## config.mk

```make
export PLATFORM = sky130hd
export DESIGN_NAME = gated_latch_ctrl
export DESIGN_NICKNAME = d
export VERILOG_FILES = /design/src/rtl/gated_latch_ctrl_pkg.sv /design/src/rtl/gated_latch_ctrl_rr_arbiter.sv /design/src/rtl/gated_latch_ctrl.sv
export SDC_FILE = /design/constraint.sdc
export NUM_CORES = 1
export LEC_CHECK = 0
export ABC_AREA = 1
export CAP_MARGIN = 20
export CORE_MARGIN = 2
export CORE_UTILIZATION = 57
export CTS_BUF_LIST = sky130_fd_sc_hd__clkbuf_4 sky130_fd_sc_hd__clkbuf_8
export CTS_CLUSTER_DIAMETER = 150
export CTS_CLUSTER_SIZE = 28
export DETAILED_ROUTE_END_ITERATION = 12
export GPL_TIMING_DRIVEN = 1
export PLACE_DENSITY = 0.94
export SLEW_MARGIN = 20
export SYNTH_ARGS = -nofsm -noshare
export SYNTH_HDL_FRONTEND = slang
export SYNTH_SLANG_ARGS = --single-unit
export TNS_END_PERCENT = 1
```

## constraint.sdc

```tcl
create_clock -name clk -period 4.5 [get_ports clk]
set_input_delay 0.9 -clock clk [delete_from_list [all_inputs] [get_ports clk]]
set_output_delay 0.9 -clock clk [all_outputs]
set_load 0.03 [all_outputs]
```

## src/rtl/gated_latch_ctrl_pkg.sv

```systemverilog
// Shared types for the gated SR latch sequencer.
// State encoding, operation codes and a small sizing helper.
package gated_latch_ctrl_pkg;

   typedef enum logic [2:0] {
      ST_IDLE   = 3'd0,
      ST_SETUP  = 3'd1,
      ST_ENABLE = 3'd2,
      ST_HOLD   = 3'd3,
      ST_CHECK  = 3'd4
   } state_e;

   localparam logic OP_SET = 1'b1;
   localparam logic OP_CLR = 1'b0;

   function automatic int max3(input int a, input int b, input int c);
      int m;
      m = (a > b) ? a : b;
      return (m > c) ? m : c;
   endfunction

endpackage

```

## src/rtl/gated_latch_ctrl_rr_arbiter.sv

```systemverilog
// Round-robin arbiter: lowest offset from the pointer wins.
// The pointer moves past the winner only when the grant is taken.
module rr_arbiter #(
   parameter int N = 4,
   localparam int IW = (N > 1) ? $clog2(N) : 1
) (
   input  logic          clk,
   input  logic          reset,
   input  logic [N-1:0]  req_i,
   input  logic          take_i,
   output logic          any_o,
   output logic [IW-1:0] idx_o
);

   logic [IW-1:0] ptr_q, ptr_d;

   // Search from the pointer, wrapping; closest requester wins.
   always_comb begin
      logic [IW:0]   sum;
      logic [IW-1:0] pos;
      any_o = 1'b0;
      idx_o = ptr_q;
      sum   = '0;
      pos   = '0;
      for (int i = N - 1; i >= 0; i--) begin
         sum = {1'b0, ptr_q} + (IW+1)'(i);
         if (sum >= (IW+1)'(N)) sum = sum - (IW+1)'(N);
         pos = sum[IW-1:0];
         if (req_i[pos]) begin
            any_o = 1'b1;
            idx_o = pos;
         end
      end
   end

   // Next pointer is the index after the winner.
   always_comb begin
      ptr_d = ptr_q;
      if (take_i && any_o) begin
         if (idx_o == IW'(N - 1)) ptr_d = '0;
         else                     ptr_d = idx_o + IW'(1);
      end
   end

   // Pointer register.
   always_ff @(posedge clk) begin
      if (reset) ptr_q <= '0;
      else       ptr_q <= ptr_d;
   end

endmodule

```

## src/rtl/gated_latch_ctrl.sv

```systemverilog
// Shares one gated SR latch between requesters with a
// setup/enable/hold write sequence and Q/Q_bar readback.
module gated_latch_ctrl #(
   parameter int NUM_REQ   = 4,
   parameter int SETUP_CYC = 1,
   parameter int EN_CYC    = 2,
   parameter int HOLD_CYC  = 1
) (
   input  logic               clk,
   input  logic               reset,
   input  logic [NUM_REQ-1:0] req_valid,
   input  logic [NUM_REQ-1:0] req_op,
   output logic [NUM_REQ-1:0] req_ack,
   output logic               req_err,
   output logic               latch_s,
   output logic               latch_r,
   output logic               latch_en,
   input  logic               latch_q,
   input  logic               latch_qb,
   output logic               busy,
   output logic [7:0]         err_cnt
);

   import gated_latch_ctrl_pkg::*;

   localparam int IW   = (NUM_REQ > 1) ? $clog2(NUM_REQ) : 1;
   localparam int MAXC = max3(SETUP_CYC, EN_CYC, HOLD_CYC);
   localparam int CW   = $clog2(MAXC + 1);

   state_e               state_q, state_d;
   logic [CW-1:0]        cnt_q, cnt_d;
   logic [IW-1:0]        gnt_q, gnt_d;
   logic                 op_q, op_d;
   logic                 s_q, s_d;
   logic                 r_q, r_d;
   logic                 en_q, en_d;
   logic [NUM_REQ-1:0]   ack_q, ack_d;
   logic                 err_q, err_d;
   logic                 busy_q, busy_d;
   logic [7:0]           ecnt_q, ecnt_d;
   logic                 arb_take;
   logic                 arb_any;
   logic [IW-1:0]        arb_idx;
   logic                 rd_err;

   rr_arbiter #(.N(NUM_REQ)) u_arb (
      .clk    (clk),
      .reset  (reset),
      .req_i  (req_valid),
      .take_i (arb_take),
      .any_o  (arb_any),
      .idx_o  (arb_idx)
   );

   assign rd_err = (latch_q != op_q) || (latch_qb != ~op_q);

   // Sequencer: S/R settle before EN rises and stay put until
   // EN has been low for the hold phase; S/R clear only in CHECK.
   always_comb begin
      state_d  = state_q;
      cnt_d    = cnt_q;
      gnt_d    = gnt_q;
      op_d     = op_q;
      s_d      = s_q;
      r_d      = r_q;
      en_d     = 1'b0;
      ack_d    = '0;
      err_d    = 1'b0;
      ecnt_d   = ecnt_q;
      arb_take = 1'b0;
      unique case (state_q)
         ST_IDLE: begin
            s_d = 1'b0;
            r_d = 1'b0;
            if (arb_any) begin
               arb_take = 1'b1;
               gnt_d    = arb_idx;
               op_d     = req_op[arb_idx];
               s_d      = (req_op[arb_idx] == OP_SET);
               r_d      = (req_op[arb_idx] == OP_CLR);
               cnt_d    = CW'(SETUP_CYC - 1);
               state_d  = ST_SETUP;
            end
         end
         ST_SETUP: begin
            if (cnt_q == '0) begin
               en_d    = 1'b1;
               cnt_d   = CW'(EN_CYC - 1);
               state_d = ST_ENABLE;
            end else begin
               cnt_d = cnt_q - CW'(1);
            end
         end
         ST_ENABLE: begin
            if (cnt_q == '0) begin
               cnt_d   = CW'(HOLD_CYC - 1);
               state_d = ST_HOLD;
            end else begin
               en_d  = 1'b1;
               cnt_d = cnt_q - CW'(1);
            end
         end
         ST_HOLD: begin
            if (cnt_q == '0) begin
               s_d          = 1'b0;
               r_d          = 1'b0;
               ack_d[gnt_q] = 1'b1;
               err_d        = rd_err;
               if (rd_err && ecnt_q != 8'hFF)
                  ecnt_d = ecnt_q + 8'd1;
               state_d = ST_CHECK;
            end else begin
               cnt_d = cnt_q - CW'(1);
            end
         end
         ST_CHECK: begin
            state_d = ST_IDLE;
         end
         default: begin
            s_d     = 1'b0;
            r_d     = 1'b0;
            state_d = ST_IDLE;
         end
      endcase
      busy_d = (state_d != ST_IDLE);
   end

   // State and registered outputs; reset drops the latch pins at once.
   always_ff @(posedge clk) begin
      if (reset) begin
         state_q <= ST_IDLE;
         cnt_q   <= '0;
         gnt_q   <= '0;
         op_q    <= 1'b0;
         s_q     <= 1'b0;
         r_q     <= 1'b0;
         en_q    <= 1'b0;
         ack_q   <= '0;
         err_q   <= 1'b0;
         busy_q  <= 1'b0;
         ecnt_q  <= 8'd0;
      end else begin
         state_q <= state_d;
         cnt_q   <= cnt_d;
         gnt_q   <= gnt_d;
         op_q    <= op_d;
         s_q     <= s_d;
         r_q     <= r_d;
         en_q    <= en_d;
         ack_q   <= ack_d;
         err_q   <= err_d;
         busy_q  <= busy_d;
         ecnt_q  <= ecnt_d;
      end
   end

   assign latch_s  = s_q;
   assign latch_r  = r_q;
   assign latch_en = en_q;
   assign req_ack  = ack_q;
   assign req_err  = err_q;
   assign busy     = busy_q;
   assign err_cnt  = ecnt_q;

endmodule

```

Yosys cells after proc, flatten, opt, wreduce, memory -nomap -nowiden --
Index checks and enable logic that the tools add are counted.
Operators by class: bitwise operators 5, eq/ne operators 11, $add $sub $neg 10, mux-type cells 45, reductions and logical operators 14, magnitude comparators 11
Operator list (number):
- $mux W2 | 13
- $lt A2 B3 Y1 const B | 6
- $mux W1 | 17
- $mux W3 | 4
- $pmux W3 S4 | 1
- $bmux W1 S2 | 5
- $sub A2 B1 Y2 const B | 5
- $ge A3 B3 Y1 const B | 3
- $add A8 B1 Y8 const B | 1
- $ne A8 B8 Y1 const B | 1
- $pmux W2 S4 | 1
- $add A2 B2 Y3 const B | 2
- $eq A3 B2 Y1 const B | 2
- $pmux W1 S3 | 2
- $reduce_and A3 Y1 | 2
- $reduce_or A3 Y1 | 2
- $not A1 Y1 | 5
- $ne A2 B2 Y1 const B | 2
- $reduce_and A2 Y1 | 2
- $reduce_bool A4 Y1 | 1
- $add A2 B1 Y3 const B | 1
- $eq A3 B1 Y1 const B | 1
- $eq A3 B3 Y1 const B | 1
- $ge A2 B3 Y1 const B | 1
- 12 further kinds | 15
Word-level totals: bits in registers 27, output and inout port bits 17, logic and storage cells 108, bits of input ports 12

Depth between registers and ports, before layout --
Gate-level depths: netlist of run 1.
word-level depth 14, gate-level depth with buffers 15, depth with buffers taken out 14

Modules after synthesis --
Synthesis of run 1 repeated with hierarchy kept, for this count alone.
Second synthesis, totals: cell total of the unflattened synthesis 245, area, all modules 1584.0 sq um
Modules (own cells, without submodules):
- gated_latch_ctrl | seq. area each 500.5 sq um, cells each 171, times used 1, area each 1196.1 sq um
- rr_arbiter | seq. area each 40.0 sq um, cells each 74, times used 1, area each 387.9 sq um

Least setup slack after synthesis of run 1 --
OpenSTA, ideal clock, no wires.
path type input to register, start point input port req_valid[3], end point register cnt_q[0], library setup time 128 ps, stages 12, buffers on the path 0, arrival 1817 ps, setup slack 2556 ps, data required time 4372 ps, path through nand2_1 nand2_1 nand2_2 nand2_1 inv_2 nand2_4 nor3_4 nand2_2 nand3_2 nor2_1 a21oi_1 nor2_1
On the way: longest elaborated chain between the ends 8, elaborated cells on any way between the ends 14, those cells by class 1 x eq/ne; 12 x mux; 1 x reduce/logical
Ends and longest elaborated chain:
- start: declaration | line gated_latch_ctrl.sv:11 | input logic [NUM_REQ-1:0] req_valid,
- $bmux W1 S2 | line gated_latch_ctrl_rr_arbiter.sv:29 | if (req_i[pos]) begin
- $mux W1 (not written as such) | line gated_latch_ctrl_rr_arbiter.sv:29
- $mux W1 (3 in series) | line gated_latch_ctrl_rr_arbiter.sv:29
- $mux W1 * | line gated_latch_ctrl_rr_arbiter.sv:29
- $ne A2 B1 Y1 (no line) *
- $reduce_and A3 Y1 (no line) *
- end signal: assignment | line gated_latch_ctrl.sv:144 | cnt_q <= cnt_d;
- end: declaration | line gated_latch_ctrl.sv:31 | logic [CW-1:0] cnt_q, cnt_d;
Every way passes the cells marked *; elsewhere a longest branch is shown, timed or not. The select of a mux whose other input is x is not followed. A chain may end at the register's enable or synchronous reset.

Worst setup path in the final report of run 1 --
start point register ecnt_q[2] (netlist: err_cnt[2]), end point output port err_cnt[2]
RTL lines:
- start: declaration | line gated_latch_ctrl.sv:40 | logic [7:0] ecnt_q, ecnt_d;
- start signal: assignment | line gated_latch_ctrl.sv:153 | ecnt_q <= ecnt_d;
- end: declaration | line gated_latch_ctrl.sv:21 | output logic [7:0] err_cnt
No word-level cell between the ends.

==> results of run 1 <==
[routing by layer]
layer / up-vias / GRT usage / wire [um] / part of all wire
met4: 0 / 0.0767 / 16 / 0.0054
met1: 637 / 0.256 / 1410 / 0.47
met2: 28 / 0.372 / 1430 / 0.48
met3: 2 / 0.0468 / 121 / 0.041
li1: 748 / - / - / -
met5: - / 0 / 0 / 0
[flip-flops by register name (all words and copies together), names as in the netlist, 2 cells and up]
name,flops
cnt_q,2
req_ack,4
u_arb.ptr_q,2
err_cnt,8
gnt_q,2
state_q,3
[power by group through the flow]
stage               Sequential (mW)  Combinational (mW)  Clock (mW)
finish                        0.334               0.554       0.110
detailed placement            0.339               0.549           0
CTS                           0.334               0.554       0.116
global route                  0.340               0.628       0.125
global placement              0.337               0.536           0
floorplan                     0.351               0.424           0
[logic make-up after synthesis]
kind of cell | Yosys count | share of synthesized area
fa+ha+maj | 4 | 0.0334
buf+inv | 37 | 0.101
compound gates | 32 | 0.121
flops | 27 | 0.361
xor+xnor | 4 | 0.0234
simple gates | 106 | 0.360
[layout by cell type (no fill, tap or decap), drive strengths merged]
cell | Yosys | final
xor2 | 3 | 3
clkdlybuf4s50 | 0 | 28
nor4 | 1 | 1
o211ai | 2 | 2
xnor2 | 1 | 1
clkbuf | 1 | 3
a21oi | 16 | 16
inv | 35 | 36
nand3 | 22 | 22
a211oi | 2 | 2
nor3 | 9 | 9
nand3b | 1 | 1
nand4 | 2 | 2
o21ai | 10 | 10
nor2 | 17 | 17
a31oi | 1 | 1
dfxtp | 27 | 27
o21ba | 1 | 1
ha | 4 | 4
nand2 | 54 | 54
[worst max path at each step]
| stage | cells after the start | end | from | slack, ns |
|---|---|---|---|---|
| 5_1_grt | 1 | err_cnt[2] | err_cnt[2] | 2.02 |
| 3_3_place_gp | 12 | latch_s | req_valid[1] | 1.95 |
| 6_report | 1 | err_cnt[2] | err_cnt[2] | 2.13 |
| 2_1_floorplan | 12 | cnt_q[0] | req_valid[3] | 2.56 |
| 3_5_place_dp | 12 | op_q | req_valid[1] | 1.94 |
| 4_1_cts | 1 | err_cnt[2] | err_cnt[2] | 2.10 |
[through the flow]
step / hold WS, ns / cells / power (mW) / utilization / instance area [sq um]
2_1_floorplan: 0.439 / 210 / 0.776 / - / 1500
3_3_place_gp: 0.452 / 266 / 0.873 / 0.727 / 1800
3_5_place_dp: 0.464 / 266 / 0.889 / 0.727 / 1800
4_1_cts: 0.485 / 270 / 1.00 / 0.739 / 1830
5_1_grt: 0.503 / 270 / 1.09 / 0.739 / 1830
6_report: 0.485 / 270 / 0.998 / 0.739 / 1830
[area by class of cell]
cell class              instances  area (sq um)
multi-input cells             146           806
fillers                       189           646
flip-flops and latches         27           541
repair buffers                 28           280
inverters                      35           136
well taps                      30          37.5
clock buffers                   3          22.5
clock inverters                 1          8.76
==> flow_summary.yaml, run 1 <==
sta:
  tightest_slew_ns: 0.552
  tns_ns: 0
  report.final.slew_viol_count: 0
  max_freq_ghz: 0.421
  finClkSkew_ns: 0.00528
  fin_crit_sh: 0.528
  maxSlewHeadroom: 0.631
  rsz0062_at_grt: "false"
  setup_ws_ns: 2.13
  finalCriticalPeriod_ns: 2.37
  hold_viol: 0
  setup_viol: 0
clock_tree:
  numCtsBuffers: 3
  cts_buffer_depth: 2
  hold_buffers: 0
  cts_num_sinks: 27
  cts_resized: 0
  clock-root-buffer: "clkbuf_4"
  cts_tree: "built"
  htreeDepth: 1
  clkTransAtPathRegs_ns: 0.15
  cts_setup_buffers: 0
  clock_latency_ns: 0.33
power_and_ir_drop:
  swShare: 0.477
  leakagePower_nw: 0.802
  p_sw_mw: 0.476
  p_seq_frac: 0.335
  power_frac_comb: 0.555
  p_int_mw: 0.522
  power_density_nw_per_um2: 545
  ir_drop_uv: 483
  clockPowerShare: 0.110
synthesis:
  synth_top_area_share: 0.361
  syn_area_sq_um: 1500
  yosysMostFrequentCell: "nand2_1"
  synthesis.nets: 226
  synth_seq_cells: 27
  ys_top_cells_by_count: "nand2_1, dfxtp_1, inv_1"
  syn_avg_cell_area_sq_um: 7.13
  synthCells: 210
  synth-async-reset-ratio: 0
  synth_warnings: 0
  yosysTopAreaCell: "dfxtp_1"
  synth_edf_count: 0
  synth-main-ff-cell: "dfxtp_1"
  synthTopCellsByArea: "dfxtp_1, nand2_1, inv_1, nand3_1, a21oi_1"
  synth_cell_types: 31
  synth.yosys.seq_area_share: 0.361
global_routing:
  overflow: 0
  grtUsageTotal: 0.213
  grt_max_degree: 18
  antenna_found_initial: 0
  grt_first_pass_wirelength_um: 5390
  grt_pass1_vias: 1386
route:
  firstDrtPassIters: 4
  viasPerCell: 5.24
  ant_nets: 0
  wl_per_cell_um: 11.0
  route.vias.total: 1415
  drt_wl_total_um: 2970
  drt_iter0_drc: 29
  remaining_drc_errors: 0
critical_path:
  crit_type: "register to output port"
  max_stage_delay_ns: 0.71
  critPathMaxFanout: 6
  critPathTopFamily: "buffers and inverters"
  r2r_setup_slack_ns: 2.62
  r2r_cells: 13
  slowest_stage: "clkdlybuf4s50_1"
  worst-path-buf-inv: 1
  cp_cell_sequence: "clkdlybuf4s50_1"
  r2r-start: "u_arb.ptr_q[0]"
  worstPathArrival_ns: 1.47
  required_ns: 3.60
  worst_setup_path_end_kind: "output port"
  worst_setup_path_start_kind: "register"
  r2r-end: "cnt_q[0]"
min_path:
  min_path_cells: 2
  hold_path.class: "register to register"
  min-delay-start: "err_cnt[7]"
  min_to: "err_cnt[7]"
finish:
  drive_gt1_frac: 0.150
  fin_nets: 257
  antenna_cells: 0
  area_growth_pct: 22.3
place:
  place_ws_ns: 1.94
  io_buffers: 28
  place.gp.congestion: 0.845
  hpwl_um: 2360
floorplan:
  row_count: 18
  die_area_sq_um: 3050
  coreArea_sq_um: 2480
  die_width_um: 55.3
  die_h_um: 55.3
  io_pins: 29
  start_util: 0.605
run:
  maxCapViolations: 0
run_status:
  status: "finished, final reports clean"
Power figures use the tool's default switching activity.
==> run 2: changes to the inputs <==
--- a/config.mk
+++ b/config.mk
@@ -8,13 +8,13 @@
 export ABC_AREA = 1
 export CAP_MARGIN = 20
 export CORE_MARGIN = 2
-export CORE_UTILIZATION = 57
+export CORE_UTILIZATION = 53
 export CTS_BUF_LIST = sky130_fd_sc_hd__clkbuf_4 sky130_fd_sc_hd__clkbuf_8
 export CTS_CLUSTER_DIAMETER = 150
 export CTS_CLUSTER_SIZE = 28
 export DETAILED_ROUTE_END_ITERATION = 12
 export GPL_TIMING_DRIVEN = 1
-export PLACE_DENSITY = 0.94
+export PLACE_DENSITY = 0.88
 export SLEW_MARGIN = 20
 export SYNTH_ARGS = -nofsm -noshare
 export SYNTH_HDL_FRONTEND = slang
==> constraint.sdc (replaced) <==
create_clock -name clk -period 2.38 [get_ports clk]
set_input_delay 0.476 -clock clk [delete_from_list [all_inputs] [get_ports clk]]
set_output_delay 0.476 -clock clk [all_outputs]
set_load 0.03 [all_outputs]
==> flow_summary.yaml, run 2 (synthesis results as in run 1) <==
global_routing:
  grt_pass1_vias: 1343
  grt_max_degree: 18
  grt_most_used_layer: "met2"
  grtUsageMet2: 0.369
  overflow: 0
  antenna_found_initial: 0
  met3_usage: 0.0408
  grtUsageTotal: 0.204
  grt_first_pass_wirelength_um: 5380
  grt_use_met1: 0.249
sta:
  rsz0062_at_grt: "false"
  finClkSkew_ns: 0.00532
  fin_crit_sh: 0.830
  hold_viol: 0
  tns_ns: 0
  finalCriticalPeriod_ns: 1.98
  setup_viol: 0
  maxSlewHeadroom: 0.690
  report.final.slew_viol_count: 0
  tightest_slew_ns: 0.465
  holdWs_ns: 0.468
  max_freq_ghz: 0.506
place:
  dp.cells: 268
  place.gp.congestion: 0.802
  placed_area_sq_um: 1810
  io_buffers: 28
  hpwl_um: 2400
critical_path:
  worstPathArrival_ns: 1.50
  r2r-start: "u_arb.ptr_q[0]"
  r2r_cells: 13
  critical_path.endpoint: "err_cnt[2]"
  max_stage_delay_ns: 0.72
  r2r_setup_slack_ns: 0.48
  worst_setup_path_start_kind: "register"
  cp-startpoint: "err_cnt[2]"
  crit_type: "register to output port"
  cp_cell_sequence: "clkdlybuf4s50_1"
  critPathTopFamily: "buffers and inverters"
  r2r-end: "cnt_q[0]"
  critPathMaxFanout: 6
  crit_cells: 1
  required_ns: 1.90
  slowest_stage: "clkdlybuf4s50_1"
  worst-path-buf-inv: 1
  worst_setup_path_end_kind: "output port"
route:
  route.vias.total: 1410
  drt_iter0_drc: 40
  viasPerCell: 5.18
  ant_nets: 0
  wl_per_cell_um: 11.2
  drt_wl_total_um: 3040
  remaining_drc_errors: 0
  firstDrtPassIters: 4
floorplan:
  start_util: 0.553
  row_count: 19
  die_width_um: 57.2
  die_area_sq_um: 3270
  io_pins: 29
  die_h_um: 57.2
  coreArea_sq_um: 2710
clock_tree:
  htreeDepth: 1
  clkTransAtPathRegs_ns: 0.15
  cts_tree: "built"
  cts_num_sinks: 27
  cts_setup_buffers: 0
  numCtsBuffers: 3
  clock-root-buffer: "clkbuf_4"
  clock_latency_ns: 0.33
  hold_buffers: 0
  cts_buffer_depth: 2
  cts_resized: 0
finish:
  final_common_cell: "nand2_1"
  drive_gt1_frac: 0.154
  antenna_cells: 0
  fin_nets: 258
  area_growth_pct: 22.9
  final_cells: 272
  largest_reg_flops: 8
  postLayoutCellArea_sq_um: 1840
  layout_common_cells: "nand2_1, clkdlybuf4s50_1, inv_1, dfxtp_1, nand3_1"
run_status:
  status: "finished, final reports clean"
power_and_ir_drop:
  leakagePower_nw: 0.807
  totalPowerFinal_mw: 1.89
  power_density_nw_per_um2: 1030
  ir_drop_uv: 689
min_path:
  hold_path.class: "register to register"
run:
  maxCapViolations: 0
[run 2: worst min path at each step]
stage | startpoint | to | cells after the start
after global routing | err_cnt[7] | err_cnt[7] | 2
after global placement | err_cnt[7] | err_cnt[7] | 2
after floorplan | gnt_q[1] | req_ack[1] | 1
after detailed placement | err_cnt[7] | err_cnt[7] | 2
after CTS | err_cnt[7] | err_cnt[7] | 2
final | err_cnt[7] | err_cnt[7] | 2
[run 2: layout make-up]
type	count	area [sq um]
clock inverters	1	8.76
fillers	238	870
flip-flops and latches	27	541
repair buffers	29	288
inverters	35	136
multi-input cells	146	806
well taps	31	38.8
clock buffers	3	22.5
[run 2: layer usage]
| metal | share of wire | wire length, um |
|---|---|---|
| met1 | 0.46 | 1410 |
| met3 | 0.028 | 84 |
| met4 | 0.0056 | 17 |
| met5 | 0 | 0 |
| met2 | 0.50 | 1530 |
[run 2: through the flow]
stage | setup slack (ns) | utilization
floorplan | 0.763 | -
global placement | 0.266 | 0.668
detailed placement | 0.223 | 0.668
CTS | 0.382 | 0.679
global route | 0.293 | 0.679
finish | 0.404 | 0.679
[run 2: where the power goes]
group | switching, mW | internal, mW
sequential | 0.0902 | 0.542
combinational | 0.675 | 0.378
clock | 0.140 | 0.0685
total | 0.905 | 0.988
==> run 3: changes to the inputs <==
==> constraint.sdc (replaced) <==
create_clock -name clk -period 1.9 [get_ports clk]
set_input_delay 0.38 -clock clk [delete_from_list [all_inputs] [get_ports clk]]
set_output_delay 0.38 -clock clk [all_outputs]
set_load 0.03 [all_outputs]
==> flow_summary.yaml, run 3 (synthesis results as in run 1) <==
floorplan:
  die_width_um: 57.2
  die_area_sq_um: 3270
  coreArea_sq_um: 2710
  row_count: 19
  io_pins: 29
  die_h_um: 57.2
  start_util: 0.553
critical_path:
  worst-path-buf-inv: 1
  r2r-start: "cnt_q[0]"
  required_ns: 1.52
  slowest_stage: "clkdlybuf4s50_1"
  cp-startpoint: "err_cnt[3]"
  worstPathArrival_ns: 1.44
  crit_type: "register to output port"
  r2r_setup_slack_ns: 0.12
  worst_setup_path_start_kind: "register"
  max_stage_delay_ns: 0.69
  worst_setup_path_end_kind: "output port"
  cp_cell_sequence: "clkdlybuf4s50_1"
  critPathTopFamily: "buffers and inverters"
  critPathMaxFanout: 5
route:
  drt_wl_total_um: 3020
  drt_iter0_drc: 61
  viasPerCell: 5.15
  route.vias.total: 1457
  firstDrtPassIters: 4
  ant_nets: 0
  remaining_drc_errors: 0
  wl_per_cell_um: 10.7
place:
  dp.cells: 279
  place.gp.congestion: 0.791
  hpwl_um: 2350
  io_buffers: 28
clock_tree:
  numCtsBuffers: 3
  clkTransAtPathRegs_ns: 0.14
  hold_buffers: 0
  cts_num_sinks: 27
  cts_tree: "built"
  clock_latency_ns: 0.33
  clock-root-buffer: "clkbuf_4"
  cts_buffer_depth: 2
  htreeDepth: 1
global_routing:
  grt_first_pass_wirelength_um: 5090
  grt_pass1_vias: 1295
  grtUsageTotal: 0.193
  overflow: 0
  antenna_found_initial: 0
  grt_max_degree: 17
power_and_ir_drop:
  power_density_nw_per_um2: 1270
  leakagePower_nw: 0.948
  ir_drop_uv: 937
  totalPowerFinal_mw: 2.46
sta:
  finalCriticalPeriod_ns: 1.82
  setup_viol: 0
  maxSlewHeadroom: 0.778
  report.final.slew_viol_count: 0
  fin_crit_sh: 0.960
  tightest_slew_ns: 0.332
  hold_viol: 0
  max_freq_ghz: 0.548
  holdWs_ns: 0.477
  finClkSkew_ns: 0.00135
  rsz0062_at_grt: "true"
finish:
  final_common_cell: "nand2_1"
  largest_reg_flops: 8
  fin_nets: 269
  layout_common_cells: "nand2_1, inv_1, dfxtp_1"
  area_growth_pct: 29.7
  drive_gt1_frac: 0.194
  final_cells: 283
  fillCellCount: 197
  antenna_cells: 0
run_status:
  status: "finished, final reports clean"
min_path:
  min-delay-start: "latch_s"
  hold_path.class: "register to register"
run:
  maxCapViolations: 0
## run 3: path summary, 6_finish.rpt
kind / to / cells past startpoint
worst max register to register: err_cnt[7] / 11
worst min register to register: latch_s / 2
worst max-delay path: err_cnt[3] / 1
worst min-delay path: latch_s / 2
## run 3: timing repair
| item | 4_1_cts | 5_1_grt |
|---|---|---|
| endpoints found under the setup margin | 0 | 14 |
| resized for setup | 0 | 6 |
| hold endpoints to repair | 0 | 0 |
| buffers inserted | 0 | 0 |
## run 3: power by group
part / switching (mW) / leakage [nW] / internal [mW] / total (mW)
Clock: 0.174 / 0.0139 / 0.0809 / 0.255
Combinational: 0.877 / 0.713 / 0.546 / 1.42
Sequential: 0.103 / 0.221 / 0.680 / 0.783
## run 3: stage by stage
step	setup slack (ns)	utilization	setup TNS [ns]	area, sq um
after floorplan	0.283	-	0	1500
after global placement	-0.0981	0.698	-0.411	1890
after CTS	0.0154	0.709	0	1920
after global routing	-0.0288	0.717	-0.0370	1940
final	0.0756	0.717	0	1940
after detailed placement	-0.136	0.698	-0.675	1890
## run 3: per-layer routing
layer / global-route usage / vias to the layer above / routed length, um
met5: 0 / - / 0
met4: 0.0565 / 0 / 31
met3: 0.0431 / 5 / 112
met2: 0.340 / 23 / 1460
met1: 0.235 / 663 / 1420
li1: - / 766 / -
## run 3: cell type report
| cell class | count | area, sq um | area share |
|---|---|---|---|
| repair buffers | 40 | 380 | 0.196 |
| clock buffers | 3 | 22.5 | 0.0116 |
| flip-flops and latches | 27 | 542 | 0.279 |
| well taps | 31 | 38.8 | 0.0200 |
| inverters | 35 | 136 | 0.0702 |
| clock inverters | 1 | 7.51 | 0.00387 |
| multi-input cells | 146 | 815 | 0.419 |
